**config.mk**
```make
export PLATFORM = sky130hd
export DESIGN_NAME = io_n_bidirectional_filtered
export DESIGN_NICKNAME = d
export VERILOG_FILES = /design/src/rtl/io_bel_pkg.sv /design/src/rtl/io_in_filter.sv /design/src/rtl/io_n_bidirectional_filtered.sv
export SDC_FILE = /design/constraint.sdc
export NUM_CORES = 1
export LEC_CHECK = 0
export ABC_AREA = 0
export CAP_MARGIN = 10
export CORE_AREA = 2 2 76 42
export DETAILED_ROUTE_END_ITERATION = 6
export DIE_AREA = 0 0 78 44
export PLACE_DENSITY = 0.68
export SYNTH_ARGS = -nofsm -noshare
export SYNTH_HDL_FRONTEND = slang
export SYNTH_SLANG_ARGS = --single-unit
export TNS_END_PERCENT = 100
```
**constraint.sdc**
```tcl
create_clock -name UserCLK -period 4.3 [get_ports UserCLK]
set_input_delay 1.075 -clock UserCLK [delete_from_list [all_inputs] [get_ports UserCLK]]
set_output_delay 1.075 -clock UserCLK [all_outputs]
set_load 0.1 [all_outputs]
```
**src/rtl/io_bel_pkg.sv**
```systemverilog
// Shared definitions for the IO tile bidirectional pad BEL.
// Contents:
//   in_mode_e        - per-channel input path selection
//   CFG_BITS_PER_CH  - config bits owned by each channel
//   CFG_* offsets    - field positions inside one channel's config nibble
//   cfg_width()      - total ConfigBits width for a given channel count
package io_bel_pkg;

    typedef enum logic [1:0] {
        IN_BYPASS = 2'b00,
        IN_REG    = 2'b01,
        IN_SYNC   = 2'b10,
        IN_FILTER = 2'b11
    } in_mode_e;

    localparam int CFG_BITS_PER_CH = 4;
    localparam int CFG_MODE_LSB    = 0;
    localparam int CFG_MODE_W      = 2;
    localparam int CFG_OUT_REG_BIT = 2;
    localparam int CFG_IN_INV_BIT  = 3;

    // Channel nibbles come first, the shared filter length sits above them.
    function automatic int cfg_width(input int num_ch, input int filter_w);
        return num_ch * CFG_BITS_PER_CH + filter_w;
    endfunction

endpackage

```
**src/rtl/io_in_filter.sv**
```systemverilog
// One channel's pad-to-fabric input path.
// Ports:
//   i_clk, i_rst_n  - rising-edge clock, asynchronous active-low reset
//   i_pad           - raw pad input
//   i_mode          - input mode (in_mode_e encoding)
//   i_inv           - invert the pad input before anything else
//   i_filter_len    - extra edges a new level must persist before it is accepted
//   o_data          - selected input value
module io_in_filter
    import io_bel_pkg::*;
#(
    parameter int SYNC_STAGES = 2,
    parameter int FILTER_W    = 4
) (
    input  logic                i_clk,
    input  logic                i_rst_n,
    input  logic                i_pad,
    input  logic [1:0]          i_mode,
    input  logic                i_inv,
    input  logic [FILTER_W-1:0] i_filter_len,
    output logic                o_data
);

    in_mode_e               w_mode;
    logic                   w_raw;
    logic                   w_sync_q;
    logic [SYNC_STAGES-1:0] r_sync;
    logic                   r_reg;
    logic                   r_state;
    logic [FILTER_W-1:0]    r_cnt;

    assign w_mode   = in_mode_e'(i_mode);
    assign w_raw    = i_pad ^ i_inv;
    assign w_sync_q = r_sync[SYNC_STAGES-1];

    // The synchroniser and the single REG flop run in every mode so that a
    // runtime mode change always finds them holding current data.
    always_ff @(posedge i_clk or negedge i_rst_n) begin
        if (!i_rst_n) begin
            r_sync <= '0;
            r_reg  <= 1'b0;
        end else begin
            r_sync <= {r_sync[SYNC_STAGES-2:0], w_raw};
            r_reg  <= w_raw;
        end
    end

    // Outside FILTER mode the filter tracks sync_q, so entering FILTER never
    // produces a spurious transition. cnt is capped at i_filter_len by the
    // acceptance branch and therefore cannot wrap.
    always_ff @(posedge i_clk or negedge i_rst_n) begin
        if (!i_rst_n) begin
            r_state <= 1'b0;
            r_cnt   <= '0;
        end else if (w_mode != IN_FILTER) begin
            r_state <= w_sync_q;
            r_cnt   <= '0;
        end else if (w_sync_q == r_state) begin
            r_cnt   <= '0;
        end else if (r_cnt == i_filter_len) begin
            r_state <= w_sync_q;
            r_cnt   <= '0;
        end else begin
            r_cnt   <= r_cnt + 1'b1;
        end
    end

    always_comb begin
        o_data = w_raw;
        case (w_mode)
            IN_BYPASS: o_data = w_raw;
            IN_REG:    o_data = r_reg;
            IN_SYNC:   o_data = w_sync_q;
            IN_FILTER: o_data = r_state;
            default:   o_data = w_raw;
        endcase
    end

endmodule

```
**src/rtl/io_n_bidirectional_filtered.sv**
```systemverilog
// N-channel bidirectional pad BEL for the edge IO tiles.
// Ports:
//   UserCLK, UserRSTn - fabric clock, asynchronous active-low reset
//   ConfigBits        - per-channel nibble {IN_INV, OUT_REG, IN_MODE[1:0]},
//                       shared FILTER_LEN above the channel nibbles
//   I, T              - fabric data / tristate request towards the pad
//   O, Q              - input value after mode selection, and O one edge later
//   O_rise, O_fall    - one-cycle pulses following a Q transition
//   O_top             - pad input
//   I_top, T_top      - pad output data / output enable (1 = high-Z)
module io_n_bidirectional_filtered
    import io_bel_pkg::*;
#(
    parameter int NUM_CH      = 2,
    parameter int SYNC_STAGES = 2,
    parameter int FILTER_W    = 4
) (
    input  logic                                   UserCLK,
    input  logic                                   UserRSTn,
    input  logic [cfg_width(NUM_CH, FILTER_W)-1:0] ConfigBits,
    input  logic [NUM_CH-1:0]                      I,
    input  logic [NUM_CH-1:0]                      T,
    output logic [NUM_CH-1:0]                      O,
    output logic [NUM_CH-1:0]                      Q,
    output logic [NUM_CH-1:0]                      O_rise,
    output logic [NUM_CH-1:0]                      O_fall,
    input  logic [NUM_CH-1:0]                      O_top,
    output logic [NUM_CH-1:0]                      I_top,
    output logic [NUM_CH-1:0]                      T_top
);

    logic [FILTER_W-1:0] w_filter_len;
    logic [NUM_CH-1:0]   w_out_reg;
    logic [NUM_CH-1:0]   r_q;
    logic [NUM_CH-1:0]   r_qd;
    logic [NUM_CH-1:0]   r_rise;
    logic [NUM_CH-1:0]   r_fall;
    logic [NUM_CH-1:0]   r_itop;
    logic [NUM_CH-1:0]   r_ttop;

    assign w_filter_len = ConfigBits[NUM_CH*CFG_BITS_PER_CH +: FILTER_W];

    for (genvar c = 0; c < NUM_CH; c++) begin : g_ch
        logic [CFG_BITS_PER_CH-1:0] w_cfg;

        assign w_cfg        = ConfigBits[c*CFG_BITS_PER_CH +: CFG_BITS_PER_CH];
        assign w_out_reg[c] = w_cfg[CFG_OUT_REG_BIT];

        io_in_filter #(
            .SYNC_STAGES (SYNC_STAGES),
            .FILTER_W    (FILTER_W)
        ) u_in (
            .i_clk        (UserCLK),
            .i_rst_n      (UserRSTn),
            .i_pad        (O_top[c]),
            .i_mode       (w_cfg[CFG_MODE_LSB +: CFG_MODE_W]),
            .i_inv        (w_cfg[CFG_IN_INV_BIT]),
            .i_filter_len (w_filter_len),
            .o_data       (O[c])
        );

        // Unregistered channels pass I/T straight through, even in reset.
        assign I_top[c] = w_out_reg[c] ? r_itop[c] : I[c];
        assign T_top[c] = w_out_reg[c] ? r_ttop[c] : T[c];
    end

    // Edge pulses are registered from Q/Q_d, so they appear one edge after Q
    // changes. The output registers sample every edge; T resets to released.
    always_ff @(posedge UserCLK or negedge UserRSTn) begin
        if (!UserRSTn) begin
            r_q    <= '0;
            r_qd   <= '0;
            r_rise <= '0;
            r_fall <= '0;
            r_itop <= '0;
            r_ttop <= '1;
        end else begin
            r_q    <= O;
            r_qd   <= r_q;
            r_rise <= r_q & ~r_qd;
            r_fall <= ~r_q & r_qd;
            r_itop <= I;
            r_ttop <= T;
        end
    end

    assign Q      = r_q;
    assign O_rise = r_rise;
    assign O_fall = r_fall;

endmodule
```
==> run metrics <==
placed cell area=0.001391 mm^2; Pins Over Slew Limit=0; DR WL/cell=12.71 um; Synth area leader=dfrtp_1; largest net degree at the start of global routing=27; global-route wire length before repair=3153 um; Netlist cell types=15; critical path endpoint category=output pin; Residual DRC=0; Initial Util=37.86%; flip-flop and latch area=653.1 um^2; Synth Area in Simple Gates=8.255%; fin area=0.001490 mm^2; Worst EP required=3220 ps; clock share of power=28.5%; crit path kind=in -> out; Leak=0.0006248 uW; Max VDD drop=290.1 uV; Power Internal=455.4 uW; Post-DP HPWL=1462 um; Hold/Removal Path Class=reg -> reg; grt ovf=0; CTS tree=done; worst setup margin=830.4 ps; Comb pwr share=30.4%; Hold Vio Cnt, Final=0; CTS H-Tree Depth=1; XOR/XNOR share of the synthesized area=13.21%; Post-Route Skew=2.943 ps; Max Cap Violations=0; post-cts resize count=0; gr usage total=12.46%; P per Cell Area=461.3 mW/mm^2; Layout Nets=129; mapped cell area=0.001061 mm^2; Rows=14; mux share of post-synthesis cell area=11.32%; setup TNS=0 ps; Setup crit start kind=input port; largest family of logic cells by synthesized area=XOR/XNOR gates; worst slack, placed=829.7 ps; clk sink count=26; final period utilization=80.69%; Period minus WS final=3470 ps; CTS Hold Bufs=0; final RePlAce weighted congestion=0.6659; synth top area cells=dfrtp_1 57%, xnor2_1 9.9%, dfstp_2 5.0%, mux2_2 4.2%, mux4_2 4.2%; register clock-pin slew on the reported worst setup and hold paths=80 ps; multi-input logic area=392.9 um^2; syn_area_per_cell=14.74 um^2; number of global-route vias before repair=654; worst-path fanout max=2; Slew @ Worst Pin=986.2 ps; commonest cells after routing, fill and taps aside=25 x clkdlybuf4s50_1, 24 x dfrtp_1, 12 x xnor2_1; Core Area=0.002803 mm^2; net switching power=232.0 uW; fmax=288.2 MHz; initial antenna violation count=0; Synthesis Warnings=0; CTS Buf Count=3; clock latency on the worst-skew pair=260 ps; status=finished clean; Area Overhead vs Synth=40.45%; Total Die Area=0.003432 mm^2; adder-cell share of the synthesized area=2.358%; setup slack, reg-to-reg=2940 ps; Synth Register Bits=26; worst path arrival time=2390 ps; Routed Antenna Nets=0; Sw Ratio=33.75%; DR iter-0 viols=20; Post-Syn Instances=72; post-synthesis sequential area ratio=61.56%; first-pass iteration count of the detailed router=4; Syn Nets=94; Root Driver=clkbuf_8; Final Setup Violations=0; Max clock buf depth=2; Compound-Gate Fraction of Synth Area=1.887%; final wirelength=1855 um; chip width=78 um; vias=653; postcts setup bufs=0; most common cell after layout, fill and taps aside=clkdlybuf4s50_1; RSZ-0062 raised after global routing=false; ANT cells=0; post-synth top area share=56.60%; I/O Pins=32; Buffers on Ports=31; layout cells sized above 1=19.81%; power share of the sequential group=41.1%; die height=44 um; Worst Hold Slack=387.7 ps; max_slew headroom=34.05%; FILL cells=241; via/cell ratio=4.473
[final cells by class]
cell class	instances	area share, %
sequential	26	43.83
multi-input combinational	44	26.36
timing repair buffer	32	21.66
tap	40	3.359
clock buffer	3	2.771
clock inverter	1	2.015
[stage by stage]
stage | power (uW) | utilization, % | instances
2_1_floorplan | 435.8 | - | 72
4_1_cts | 692.5 | 52.19 | 145
6_report | 687.5 | 53.17 | 146
3_5_place_dp | 494.9 | 49.64 | 141
3_3_place_gp | 491.4 | 49.64 | 141
5_1_grt | 717.6 | 53.17 | 146
[power groups by stage]
| stage | combinational (uW) | sequential (uW) | clock, uW |
|---|---|---|---|
| 2_1_floorplan | 84.5 | 351 | 0 |
| 4_1_cts | 208 | 283 | 202 |
| 6_report | 209 | 283 | 196 |
| 3_5_place_dp | 207 | 287 | 0 |
| 5_1_grt | 218 | 286 | 213 |
| 3_3_place_gp | 206 | 286 | 0 |
[state kept, by name (all words and copies together), names as in the netlist]
signal             cells
O_fall                 2
O_rise                 2
Q                      2
g_ch.u_in.r_cnt        8
g_ch.u_in.r_state      2
g_ch.u_in.r_sync       4
r_itop                 2
r_qd                   2
r_ttop                 2
[final timing paths]
path	endpoint	startpoint	depth (start not counted)
min in group asynchronous	g_ch[0].u_in.r_state	UserRSTn	1
worst min-delay path	g_ch[0].u_in.r_sync[1]	g_ch[0].u_in.r_sync[0]	0
max in group asynchronous	r_ttop[1]	UserRSTn	2
worst max-delay path	O[0]	ConfigBits[3]	4
worst max register to register	g_ch[1].u_in.r_state	g_ch[1].u_in.r_cnt[0]	3
worst min register to register	g_ch[0].u_in.r_sync[1]	g_ch[0].u_in.r_sync[0]	0
[layer usage]
| layer | vias to the layer above | track usage, % | wire length [um] |
|---|---|---|---|
| li1 | 315 | - | - |
| met1 | 313 | 17.88 | 921 |
| met2 | 23 | 17.59 | 777 |
| met3 | 2 | 6.458 | 149 |
| met4 | 0 | 1.053 | 7 |
| met5 | - | 0 | 0 |
[logic make-up after synthesis]
group / Yosys count
buffers and inverters: 2
AO/OA/AOI/OAI: 2
adder cells (fa/ha/maj): 2
AND/OR/NAND/NOR: 16
XOR/XNOR: 16
multiplexers: 8
flip-flops: 26
[worst max-delay path: stages]
cell	delay (ps)
clkdlybuf4s50_1	410
xor2_1	180
mux4_2	470
buf_4	250
[Yosys cell counts, drive strengths merged]
cell,n
dfstp,2
a41o,2
mux2,6
mux4,2
nand3,2
xnor2,12
nand2,2
dfrtp,24
xor2,4
ha,2
nor2b,4
nor3b,2
buf,2
nor3,6
Note: power is estimated with default switching activity, not from simulation.
